## src/rtl/block_lock_fsm.sv

```systemverilog
// 66b block lock acquisition/maintenance (Clause 49 style lock FSM).
// Watches qualified sync headers, declares lock after a clean window,
// drops lock on too many invalid headers per window, and issues slip
// pulses to the block-sync stage while hunting for alignment.
module block_lock_fsm #(
  parameter int HDR_WIDTH   = 2,
  parameter int SH_WINDOW   = 64,
  parameter int INVALID_MAX = 16,
  parameter int SLIP_WAIT   = 4,   // 1..15, sized by the 4-bit wait counter
  parameter int CNT_WIDTH   = 16
) (
  input  logic                 i_clk,
  input  logic                 i_reset_n,
  input  logic [HDR_WIDTH-1:0] i_rx_sync_hdr,
  input  logic                 i_rx_sync_hdr_valid,
  output logic                 o_slip,
  output logic                 o_block_lock,
  output logic [CNT_WIDTH-1:0] o_slip_cnt
);

  localparam int SHC_W  = $clog2(SH_WINDOW) + 1;
  localparam int INV_W  = $clog2(INVALID_MAX) + 1;
  localparam int WAIT_W = 4;

  typedef enum logic [1:0] {
    ST_TEST_SH   = 2'd0,
    ST_SLIP      = 2'd1,
    ST_SLIP_WAIT = 2'd2
  } state_e;

  state_e               state_q, state_d;
  logic [SHC_W-1:0]     sh_cnt_q, sh_cnt_d;
  logic [INV_W-1:0]     sh_inv_q, sh_inv_d;
  logic [WAIT_W-1:0]    wait_q, wait_d;
  logic                 slip_q, slip_d;
  logic                 lock_q, lock_d;
  logic [CNT_WIDTH-1:0] slip_cnt_q, slip_cnt_d;

  logic                 hdr_take;
  logic                 sh_ok;
  logic [SHC_W-1:0]     sh_cnt_n;
  logic [INV_W-1:0]     sh_inv_n;
  logic                 win_done;
  logic                 inv_limit;
  logic [CNT_WIDTH-1:0] slip_cnt_inc;

  // Header qualification; the raw header is masked by valid so an
  // unqualified (possibly X) header never reaches the counters.
  always_comb begin
    hdr_take  = i_rx_sync_hdr_valid && (state_q == ST_TEST_SH);
    sh_ok     = hdr_take &&
                ((i_rx_sync_hdr == HDR_WIDTH'(2'b01)) ||
                 (i_rx_sync_hdr == HDR_WIDTH'(2'b10)));
    sh_cnt_n  = sh_cnt_q + SHC_W'(1);
    sh_inv_n  = sh_inv_q + INV_W'(!sh_ok);
    win_done  = (sh_cnt_n == SHC_W'(SH_WINDOW));
    inv_limit = (sh_inv_n == INV_W'(INVALID_MAX));
    // Slip counter saturates at all-ones instead of wrapping.
    slip_cnt_inc = (&slip_cnt_q) ? slip_cnt_q : slip_cnt_q + CNT_WIDTH'(1);
  end

  // Next-state logic for the lock FSM, its counters and registered outputs.
  always_comb begin
    state_d    = state_q;
    sh_cnt_d   = sh_cnt_q;
    sh_inv_d   = sh_inv_q;
    wait_d     = wait_q;
    slip_d     = 1'b0;
    lock_d     = lock_q;
    slip_cnt_d = slip_cnt_q;

    unique case (state_q)
      ST_TEST_SH: begin
        if (hdr_take) begin
          if (!lock_q) begin
            if (!sh_ok) begin
              // Any bad header while hunting: try the next alignment.
              sh_cnt_d   = '0;
              sh_inv_d   = '0;
              state_d    = ST_SLIP;
              slip_d     = 1'b1;
              slip_cnt_d = slip_cnt_inc;
            end else if (win_done) begin
              // Full clean window; the next header starts a fresh window.
              lock_d   = 1'b1;
              sh_cnt_d = '0;
              sh_inv_d = '0;
            end else begin
              sh_cnt_d = sh_cnt_n;
              sh_inv_d = sh_inv_n;
            end
          end else begin
            // Invalid limit wins over a window rollover on the same header.
            if (inv_limit) begin
              lock_d     = 1'b0;
              sh_cnt_d   = '0;
              sh_inv_d   = '0;
              state_d    = ST_SLIP;
              slip_d     = 1'b1;
              slip_cnt_d = slip_cnt_inc;
            end else if (win_done) begin
              sh_cnt_d = '0;
              sh_inv_d = '0;
            end else begin
              sh_cnt_d = sh_cnt_n;
              sh_inv_d = sh_inv_n;
            end
          end
        end
      end

      ST_SLIP: begin
        // o_slip is high during this cycle; arm the realign holdoff.
        wait_d  = WAIT_W'(SLIP_WAIT - 1);
        state_d = ST_SLIP_WAIT;
      end

      ST_SLIP_WAIT: begin
        // Gearbox is realigning; headers in this window are meaningless.
        if (wait_q == '0) begin
          state_d  = ST_TEST_SH;
          sh_cnt_d = '0;
          sh_inv_d = '0;
        end else begin
          wait_d = wait_q - WAIT_W'(1);
        end
      end

      default: begin
        state_d  = ST_TEST_SH;
        sh_cnt_d = '0;
        sh_inv_d = '0;
        wait_d   = '0;
      end
    endcase
  end

  // State and output registers; reset clears everything including a pulse in flight.
  always_ff @(posedge i_clk or negedge i_reset_n) begin
    if (!i_reset_n) begin
      state_q    <= ST_TEST_SH;
      sh_cnt_q   <= '0;
      sh_inv_q   <= '0;
      wait_q     <= '0;
      slip_q     <= 1'b0;
      lock_q     <= 1'b0;
      slip_cnt_q <= '0;
    end else begin
      state_q    <= state_d;
      sh_cnt_q   <= sh_cnt_d;
      sh_inv_q   <= sh_inv_d;
      wait_q     <= wait_d;
      slip_q     <= slip_d;
      lock_q     <= lock_d;
      slip_cnt_q <= slip_cnt_d;
    end
  end

  assign o_slip       = slip_q;
  assign o_block_lock = lock_q;
  assign o_slip_cnt   = slip_cnt_q;

endmodule

```

## config.mk

```make
export PLATFORM = sky130hd
export DESIGN_NAME = block_lock_fsm
export DESIGN_NICKNAME = d
export VERILOG_FILES = /design/src/rtl/block_lock_fsm.sv
export SDC_FILE = /design/constraint.sdc
export NUM_CORES = 1
export LEC_CHECK = 0
export CAP_MARGIN = 20
export CORE_UTILIZATION = 52
export DETAILED_ROUTE_END_ITERATION = 6
export GPL_TIMING_DRIVEN = 0
export HOLD_SLACK_MARGIN = 0.03
export PLACE_DENSITY = 0.75
export SYNTH_ARGS = -nofsm -noshare
export SYNTH_HDL_FRONTEND = slang
export SYNTH_SLANG_ARGS = --single-unit
```

## constraint.sdc

```tcl
create_clock -name i_clk -period 4.2 [get_ports i_clk]
set_clock_uncertainty 0.1 [all_clocks]
set_input_delay 0.42 -clock i_clk [delete_from_list [all_inputs] [get_ports i_clk]]
set_output_delay 0.42 -clock i_clk [all_outputs]
set_load 0.02 [all_outputs]
```

# Yosys cells after proc, flatten, opt, wreduce, memory -nomap -nowiden
# Cells that the tools add are included.
# totals
ff_bits	36
in_bits	5
wordCells	73
# classes
addsub	4
eq_ne	13
n_mux	35
n_bitwise	2
reduce_logical	12
# op_table
op	n
$mux W16	4
$mux W7	6
$mux W5	6
$pmux W7 S3	1
$add A16 B1 Y16 const B	1
$reduce_and A16 Y1	1
$pmux W5 S3	1
$pmux W4 S3	1
$mux W2	5
$mux W1	9
$ne A2 B2 Y1 const B	4
$reduce_and A4 Y1	2
$add A7 B1 Y7 const B	1
$eq A7 B7 Y1 const B	1
$ne A3 B3 Y1 const B	2
$pmux W2 S3	1
$add A5 B1 Y5	1
$eq A5 B5 Y1 const B	1
$eq A2 B1 Y1 const B	2
$eq A2 B2 Y1 const B	2
$logic_not A4 Y1	1
$mux W4	1
$reduce_and A2 Y1	2
$sub A4 B1 Y4 const B	1
7 further kinds	9

# Depth between registers and ports, before layout
# Gate-level depths: netlist of run 1.
# logic_depth
ltp_word	10
depth_mapped	15
ltp_nobuf	13

# Least setup slack after synthesis of run 1
# No wires, ideal clock.
# synth_path
kind	reg-to-reg
from	register state_q[0]
to	register state_q[0]
setup_time_ns	0.125
t_arrival_ns	2.841
slack_ns	1.134
stages_incl_launch_ff	15
n_path_buf	1
period_less_slack_ns	3.066
cell_sequence	dfrtp_1 -> inv_1 -> ha_1 -> and2_0 -> clkbuf_1 -> and2_1 -> inv_1 -> ha_1 -> ha_1 -> nor2_1 -> o21ba_2 -> o21ai_0 -> nand2_1 -> a311oi_1 -> mux2_2
# synth_via
elab_chain_cells	8
elab_cells_between_ends	14
classes_between	add/sub: 1; eq/ne: 7; mux: 1; reduce/logical: 5
# synth_rtl
element	line_no	rtl
start, declared	31	state_e state_q, state_d;
start signal, assigned	149	state_q <= state_d;
$logic_not A2 Y1	50, 72	
$logic_and A1 B1 Y1	50	hdr_take = i_rx_sync_hdr_valid && (state_q == ST_TEST_SH);
$logic_and A1 B1 Y1	51	sh_ok = hdr_take &&
$logic_not A1 Y1	n/a	
$add A5 B1 Y5	55	sh_inv_n = sh_inv_q + INV_W'(!sh_ok);
$eq A5 B5 Y1	57	inv_limit = (sh_inv_n == INV_W'(INVALID_MAX));
$ne A3 B3 Y1 (no line)	n/a	
$reduce_and A4 Y1 (no line)	n/a	
# Parallel ways exist; a longest one is shown, timed or not.
# A chain may end at the register's enable or synchronous reset.

# Final worst setup path of run 1
# layout_path
from	register state_q[0]
to	register state_q[1]
# The elaborated chain is that of the path after synthesis.

==> metrics.yaml, run 1 <==
logic_synthesis:
  synthTopCellsByArea: "dfrtp_1 (45%), ha_1 (6.2%), xnor2_1 (6.1%)"
  synth_top_area_frac: 0.4453
  synth_edf_count: 0
  yosysTopAreaCell: "dfrtp_1"
  synth_async_sr_flop_share: 1.000
  ys_ff_latch: 36
  syn_nets: 225
  synth.distinct_cells: 43
  ys_seq_area_frac: 0.4453
  netlist_instances: 210
  synthFlopType: "dfrtp_1"
  syn-mean-instance-area_um2: 9.634
  syn_area_um2: 2023
  ys.warnings.count: 0
drt:
  drt-pass1-iter-count: 4
  drc: 0
  drt_iter0_drc: 104
  met1Wirelength_um: 1965
  wl_met2_um: 1687
  totalWireLength_um: 3868
  top_layer: "met4"
  routedWlPerCell_um: 13.43
  ant_nets: 0
  wl_met3_um: 138
  vias: 1634
  viasPerCell: 5.674
clocking:
  holdBufCountCts: 0
  ctsRootBufferMaster: "clkbuf_8"
  clk_latency_ps: 300
  clkTransAtPathRegs_ps: 70
  cts_made_buffers: 5
  cts_resized: 0
  cts_setup_buffers: 0
  cts_sinks: 36
  clock_path_buffers: 2
  cts_tree: "built"
  cts_htree_levels: 2
placed_design:
  place_congestion: 0.7834
  port_buffers: 22
  post-dp-hpwl_um: 2749
  place_inst: 280
pwr:
  power.density_nw_per_um2: 531.3
  max-vdd-ir-drop_uv: 358.3
  cellLeakagePower_nw: 1.071
setup_path:
  cp.arrival_ps: 3690
  crit_required_ps: 4290
  startpoint: "state_q[0]"
  regToRegStartpoint: "state_q[0]"
  path_cells: "inv_1, ha_1, and2_0, clkbuf_1, and2_1, inv_1, ha_1, ha_1, nor2_1, o21ba_2, o21ai_0, nand2_1, a311oi_1, mux2_2"
  crit_end: "state_q[1]"
  crit_slowest_cell: "a311oi_1"
  cpMostUsedCell: "ha_1"
  path_class: "reg -> reg"
  reg2regPathDepth: 14
  end_kind: "register"
  path_max_fanout: 8
  start_kind: "register"
  rr_endpoint: "state_q[1]"
  rrSetupSlack_ps: 590
  critPathMaxStageDelay_ps: 460
timing:
  setup_viol: 0
  final_hold_viol_count: 0
  drv_slew: 0
  clock.fmax_mhz: 277.3
  slew_headroom: 0.4837
  fin_crit_sh: 0.8587
  tightest_slew_ps: 774.5
  fin_tns_setup_ps: 0
  period_needed_ps: 3607
  rsz0062_at_grt: "false"
floorplanning:
  start_util: 0.5485
  chipWidth_um: 64.38
  num_rows: 22
  die-area_um2: 4144
  coreArea_um2: 3689
  io_pins: 23
  die_h_um: 64.38
global_route:
  gr-usage-all-layers: 0.2199
  antenna_found_initial: 0
  overflow: 0
  grt_pass1_vias: 1514
  grt_max_degree: 37
  grt_first_pass_wirelength_um: 6982
cells_and_area:
  most-common-layout-cells: "dfrtp_1 (36), nand2_1 (23), clkdlybuf4s50_1 (21)"
  instances_no_fill: 288
  final_common_cell: "dfrtp_1"
  post-route-util: 0.6533
  fillers: 321
  num-nets-final: 254
  layout-drive-gt1-share: 0.07917
  antenna_cells: 0
  areaGrowthSynthToFinish_pct: 19.11
status:
  run_status: "completed"
worst_hold_path:
  hp-class: "in -> async"
run:
  cap_violations: 0
-- critical path, delay by kind of cell (launching register included) --
| family | cells | cell delay (ps) |
|---|---|---|
| AO/OA/AOI/OAI | 3 | 820 |
| adder cells (fa/ha/maj) | 3 | 740 |
| AND/OR/NAND/NOR | 4 | 590 |
| buffers and inverters | 3 | 450 |
| flip-flops | 1 | 400 |
| multiplexers | 1 | 380 |
-- flip-flops by register name, indices dropped and copies added, names as in the netlist --
name	cells
sh_cnt_q	7
o_slip	1
o_slip_cnt	16
state_q	2
wait_q	4
sh_inv_q	5
o_block_lock	1
-- kinds of logic after synthesis --
kind of cell	synth area share
multiplexers	0.03277
XOR/XNOR	0.06927
buffers and inverters	0.03030
AND/OR/NAND/NOR	0.2363
AO/OA/AOI/OAI	0.1243
adder cells (fa/ha/maj)	0.06184
flip-flops	0.4453
-- cells in the mapped netlist (all sizes together) (3+ instances only) --
cell type,count
ha,10
inv,9
nand3,18
xnor2,14
and3,7
o21ai,15
clkbuf,3
nand2,23
and2,4
a21o,4
nor2,9
mux2,5
nor3,5
nand4,8
a21oi,8
dfrtp,36
-- final cells by class --
class | instances | area [µm²] | share of cell area
plain buffers | 5 | 27.53 | 0.01142
inverters | 9 | 33.78 | 0.01402
repair buffers | 22 | 215.2 | 0.08930
clock inverters | 3 | 42.54 | 0.01765
multi-input cells | 160 | 1061 | 0.4403
flip-flops and latches | 36 | 900.9 | 0.3738
clock buffers | 5 | 68.82 | 0.02856
well taps | 48 | 60.06 | 0.02492
-- where the power goes --
| part | total (W) | switching (W) | internal [W] | leakage [nW] |
|---|---|---|---|---|
| clock network | 0.000306 | 0.000130 | 0.000176 | 0.0541 |
| registers | 0.000469 | 0.0000625 | 0.000407 | 0.487 |
| logic | 0.000506 | 0.000288 | 0.000218 | 0.529 |
| total | 0.00128 | 0.000480 | 0.000800 | 1.07 |
-- metrics by stage --
stage / total power (W) / worst slack, ps / hold WS [ps] / cell area, µm²
final: 0.001280 / 593.3 / 95.54 / 2410
after global routing: 0.001378 / 253.9 / 181.0 / 2410
after CTS: 0.001290 / 594.0 / 130.2 / 2410
after detailed placement: 0.0009790 / 513.5 / 381.6 / 2298
after global placement: 0.0009704 / 532.9 / 372.5 / 2303
after floorplan: 0.0008295 / 1134 / 24.41 / 2023
-- metal layers --
layer,track usage,vias up
met4,0.09167,0
met5,0,-
met2,0.3224,30
met3,0.04286,7
met1,0.3151,786
li1,-,811
-- worst min path at each step --
stage                    to  slack [ps]        start  cells past startpoint
2_1_floorplan  o_block_lock          20    i_reset_n                      0
3_3_place_gp    sh_inv_q[0]         370  sh_inv_q[0]                      2
3_5_place_dp    sh_inv_q[0]         380  sh_inv_q[0]                      2
4_1_cts         sh_cnt_q[5]         130    i_reset_n                      1
5_1_grt         sh_cnt_q[5]         180    i_reset_n                      1
6_report        sh_cnt_q[3]         100    i_reset_n                      1
Note: power is estimated with default switching activity, not from simulation.
==> run 2, diff against run 1 <==
--- a/config.mk
+++ b/config.mk
@@ -5,10 +5,11 @@
 export SDC_FILE = /design/constraint.sdc
 export NUM_CORES = 1
 export LEC_CHECK = 0
+export ABC_CLOCK_PERIOD_IN_PS = 4200
 export CAP_MARGIN = 20
+export CORE_MARGIN = 3
 export CORE_UTILIZATION = 52
 export DETAILED_ROUTE_END_ITERATION = 6
-export GPL_TIMING_DRIVEN = 0
 export HOLD_SLACK_MARGIN = 0.03
 export PLACE_DENSITY = 0.75
 export SYNTH_ARGS = -nofsm -noshare
==> run 2 against run 1 <==
Compared with the run above:
- clock power down 18%
- clock-buffer cell count up 1
- largest power group unchanged
- highest routed layer unchanged
- hold slack better by 9.6 ps
- cell count down 1.7%
- non-clock buffer count down 5
- die area up 13%
- register-to-register slack better by 160 ps
- first-iteration DRC count down 21%
- power down 6.0%
- routed wire length up 1.1%
- combinational power down 5.1%
- worst setup slack better by 160 ps
==> metrics.yaml, run 2 (synthesis gave the netlist of run 1 again) <==
status:
  run_status: "completed"
drt:
  vias: 1572
  ant_nets: 0
  totalWireLength_um: 3911
  viasPerCell: 5.555
  drt_iter0_drc: 82
  drt-pass1-iter-count: 4
  drc: 0
  routedWlPerCell_um: 13.82
setup_path:
  path_max_fanout: 11
  path_class: "reg -> reg"
  crit_required_ps: 4280
  cp.arrival_ps: 3520
  start_kind: "register"
  end_kind: "register"
timing:
  fin_crit_sh: 0.8201
  clock.fmax_mhz: 290.3
  finalWorstSetupSlack_ps: 755.8
  period_needed_ps: 3444
  setup_viol: 0
  drv_slew: 0
  final_hold_viol_count: 0
  fin_tns_setup_ps: 0
  slew_headroom: 0.4715
  tightest_slew_ps: 792.8
  rsz0062_at_grt: "false"
global_route:
  grt_pass1_vias: 1518
  antenna_found_initial: 0
  grt_first_pass_wirelength_um: 6672
  overflow: 0
  gr-usage-all-layers: 0.1931
  grt_max_degree: 37
placed_design:
  place_congestion: 0.8100
  post-dp-hpwl_um: 2825
  port_buffers: 22
  place_ws_ps: 711.6
floorplanning:
  die-area_um2: 4675
  chipWidth_um: 68.38
  start_util: 0.5444
  io_pins: 23
  die_h_um: 68.38
  num_rows: 22
  coreArea_um2: 3716
clocking:
  cts_setup_buffers: 0
  clock_path_buffers: 2
  cts_resized: 0
  holdBufCountCts: 0
  cts_made_buffers: 5
  clkTransAtPathRegs_ps: 70
  clk_latency_ps: 290
  cts_sinks: 36
  cts_tree: "built"
  ctsRootBufferMaster: "clkbuf_8"
  cts_htree_levels: 2
cells_and_area:
  most-common-layout-cells: "dfrtp_1 (36), nand2_1 (23), clkdlybuf4s50_1 (21)"
  final_common_cell: "dfrtp_1"
  num-nets-final: 249
  post-route-util: 0.6360
  layout-drive-gt1-share: 0.07234
  areaGrowthSynthToFinish_pct: 16.82
  fillers: 321
  largest_reg_flops: 16
  antenna_cells: 0
worst_hold_path:
  hp-class: "in -> async"
pwr:
  max-vdd-ir-drop_uv: 351.3
  cellLeakagePower_nw: 1.053
  power.density_nw_per_um2: 509.0
run:
  cap_violations: 0
-- run 2: worst paths after layout --
| path | from | end | slack [ps] | cells past startpoint |
|---|---|---|---|---|
| worst min-delay path | i_reset_n | sh_cnt_q[5] | 110 | 1 |
| max in group asynchronous | i_reset_n | sh_cnt_q[2] | 3380 | 1 |
| worst max-delay path | state_q[0] | o_slip_cnt[1] | 760 | 12 |
| worst max register to register | state_q[0] | o_slip_cnt[1] | 760 | 12 |
| worst min register to register | o_slip_cnt[10] | o_slip_cnt[10] | 400 | 1 |
| min in group i_clk | o_slip_cnt[10] | o_slip_cnt[10] | 400 | 1 |
-- run 2: cell type report --
class,count,area [µm²],share of cell area
Multi-Input combinational cell,160,1061,0.4489
Sequential cell,36,900.9,0.3812
Timing Repair Buffer,22,215.2,0.09105
Clock buffer,6,82.58,0.03494
Tap cell,48,60.06,0.02541
Inverter,9,33.78,0.01429
Clock inverter,2,10.01,0.004235
-- run 2: routing by layer --
layer / GRT usage / share of wire / up-vias / routed length, µm
met3: 0.05747 / 0.034 / 9 / 133
met1: 0.2464 / 0.48 / 746 / 1878
met5: 0 / 0 / - / 0
li1: - / - / 793 / -
met4: 0.07444 / 0.018 / 0 / 71
met2: 0.3069 / 0.47 / 24 / 1828
-- run 2: worst max-delay path, cell delays in order (launching register included) --
cell and delay [ps]:
dfrtp_1 400, inv_1 110, ha_1 340, and2_0 340, and2_1 230, inv_1 90, ha_1 190, ha_1 280
nor2_1 160, nand4b_1 150, o21ai_0 180, o211a_1 400, mux2_2 370
-- run 2: through the flow --
| step | instances | hold slack [ps] | power, W | instance area, µm² |
|---|---|---|---|---|
| global route | 283 | 158.6 | 0.001296 | 2364 |
| CTS | 283 | 130.9 | 0.001213 | 2364 |
| floorplan | 210 | 24.41 | 0.0008295 | 2023 |
| global placement | 275 | 385.4 | 0.0009428 | 2271 |
| finish | 283 | 105.2 | 0.001203 | 2364 |
| detailed placement | 275 | 389.4 | 0.0009531 | 2271 |
-- run 2: report_power, final --
part	internal (W)	switching, W
Sequential	0.000407	0.0000642
Combinational	0.000199	0.000281
Clock	0.000131	0.000121
==> run 3, diff against run 2 <==
--- a/config.mk
+++ b/config.mk
@@ -5,7 +5,7 @@
 export SDC_FILE = /design/constraint.sdc
 export NUM_CORES = 1
 export LEC_CHECK = 0
-export ABC_CLOCK_PERIOD_IN_PS = 4200
+export ABC_CLOCK_PERIOD_IN_PS = 3400
 export CAP_MARGIN = 20
 export CORE_MARGIN = 3
 export CORE_UTILIZATION = 52
==> constraint.sdc (replaced) <==
create_clock -name i_clk -period 3.4 [get_ports i_clk]
set_clock_uncertainty 0.1 [all_clocks]
set_input_delay 0.34 -clock i_clk [delete_from_list [all_inputs] [get_ports i_clk]]
set_output_delay 0.34 -clock i_clk [all_outputs]
set_load 0.02 [all_outputs]
==> run 3 against run 2 <==
Compared with the run above:
- critical path depth is the same
- first-iteration DRC count grew 8.5%
- cell area grew 0.95%
- clock power grew 29%
- via count grew 1.5%
- sequential share of layout area shrank 0.36 points
- hold slack lost 93 ps
- combinational power grew 27%
- clock-buffer cell count is the same
- die area is the same
- critical endpoint unchanged
- highest routed layer unchanged
==> metrics.yaml, run 3 (synthesis gave the netlist of run 1 again) <==
status:
  run_status: "completed"
timing:
  clock.fmax_mhz: 330.6
  period_needed_ps: 3024
  slew_headroom: 0.4808
  tightest_slew_ps: 778.7
  timing.hold.ws_ps: 12.03
  fin_tns_setup_ps: 0
  setup_viol: 0
  drv_slew: 0
  final_hold_viol_count: 0
  rsz0062_at_grt: "false"
  fin_crit_sh: 0.8895
clocking:
  clk_latency_ps: 300
  cts_htree_levels: 2
  cts_setup_buffers: 0
  ctsRootBufferMaster: "clkbuf_8"
  holdBufCountCts: 0
  cts_resized: 0
  cts_sinks: 36
  cts_tree: "built"
  clkTransAtPathRegs_ps: 80
  clock_path_buffers: 2
  cts_made_buffers: 5
pwr:
  cellLeakagePower_nw: 1.067
  power.density_nw_per_um2: 635.8
  max-vdd-ir-drop_uv: 478.6
cells_and_area:
  final_common_cell: "dfrtp_1"
  antenna_cells: 0
  num-nets-final: 252
  fillers: 322
  most-common-layout-cells: "dfrtp_1 (36), nand2_1 (23), clkdlybuf4s50_1 (21)"
  areaGrowthSynthToFinish_pct: 17.93
  multi_input_area_um2: 1061
  layout-drive-gt1-share: 0.08403
  largest_reg_flops: 16
  regArea_um2: 900.9
global_route:
  grt_pass1_vias: 1573
  antenna_found_initial: 0
  overflow: 0
  gr-usage-all-layers: 0.2003
  grt_max_degree: 37
  grt_first_pass_wirelength_um: 6893
setup_path:
  path_max_fanout: 11
  end_kind: "register"
  rr_endpoint: "o_slip_cnt[1]"
  start_kind: "register"
  path_class: "reg -> reg"
  regToRegStartpoint: "state_q[0]"
  crit_required_ps: 3490
  cp.arrival_ps: 3110
  rrSetupSlack_ps: 380
  reg2regPathDepth: 12
drt:
  totalWireLength_um: 4016
  drt_iter0_drc: 89
  viasPerCell: 5.580
  routedWlPerCell_um: 14.04
  ant_nets: 0
  drt-pass1-iter-count: 5
  vias: 1596
  drc: 0
run:
  cap_violations: 0
floorplanning:
  start_util: 0.5444
  num_rows: 22
  die-area_um2: 4675
  io_pins: 23
  die_h_um: 68.38
  coreArea_um2: 3716
  chipWidth_um: 68.38
placed_design:
  place_congestion: 0.8535
  post-dp-hpwl_um: 2821
  port_buffers: 22
worst_hold_path:
  hp-class: "in -> async"
run 3: report_power, final:
group          switching (W)  total, W  internal [W]  leakage (nW)
Clock               0.000162  0.000324      0.000162        0.0510
Sequential         0.0000808  0.000583      0.000502         0.487
Combinational       0.000351  0.000610      0.000260         0.529
Total               0.000593   0.00152      0.000924          1.07
run 3: worst max path at each step:
stage                     to             start  slack, ps
6_report       o_slip_cnt[1]        state_q[0]        380
2_1_floorplan     state_q[0]        state_q[0]        330
3_5_place_dp   o_slip_cnt[1]  i_rx_sync_hdr[0]        170
5_1_grt        o_slip_cnt[1]        state_q[0]        120
4_1_cts        o_slip_cnt[1]        state_q[0]        350
3_3_place_gp      state_q[0]  i_rx_sync_hdr[0]        220
run 3: area by class of cell:
cell class                 count  share of cell area
sequential                    36              0.3776
clock inverter                 2            0.004195
tap                           48             0.02517
timing repair buffer          25             0.09963
clock buffer                   6             0.03461
inverter                       9             0.01416
multi-input combinational    160              0.4447
run 3: through the flow:
stage / power, W / util / area, µm² / instances / setup slack [ps]
after global placement: 0.001187 / 0.6172 / 2293 / 278 / 216.5
after global routing: 0.001637 / 0.6421 / 2386 / 286 / 117.7
after floorplan: 0.001025 / - / 2023 / 210 / 334.4
after CTS: 0.001528 / 0.6421 / 2386 / 286 / 347.9
final: 0.001517 / 0.6421 / 2386 / 286 / 375.6
after detailed placement: 0.001198 / 0.6172 / 2293 / 278 / 170.2
run 3: worst max-delay path, cell delays in order, from the launching register on:
cell,delay [ps]
dfrtp_1,400
inv_1,110
ha_1,180
and2_0,140
and2_1,170
inv_1,90
ha_1,190
ha_1,280
nor2_1,170
nand4b_1,140
o21ai_0,170
o211a_1,390
mux2_2,380
run 3: per-layer routing:
metal | GRT usage | vias up | share of wire
li1 | - | 799 | -
met2 | 0.3069 | 22 | 0.47
met4 | 0.06948 | 0 | 0.013
met3 | 0.07225 | 7 | 0.036
met1 | 0.2609 | 768 | 0.48
met5 | 0 | - | 0
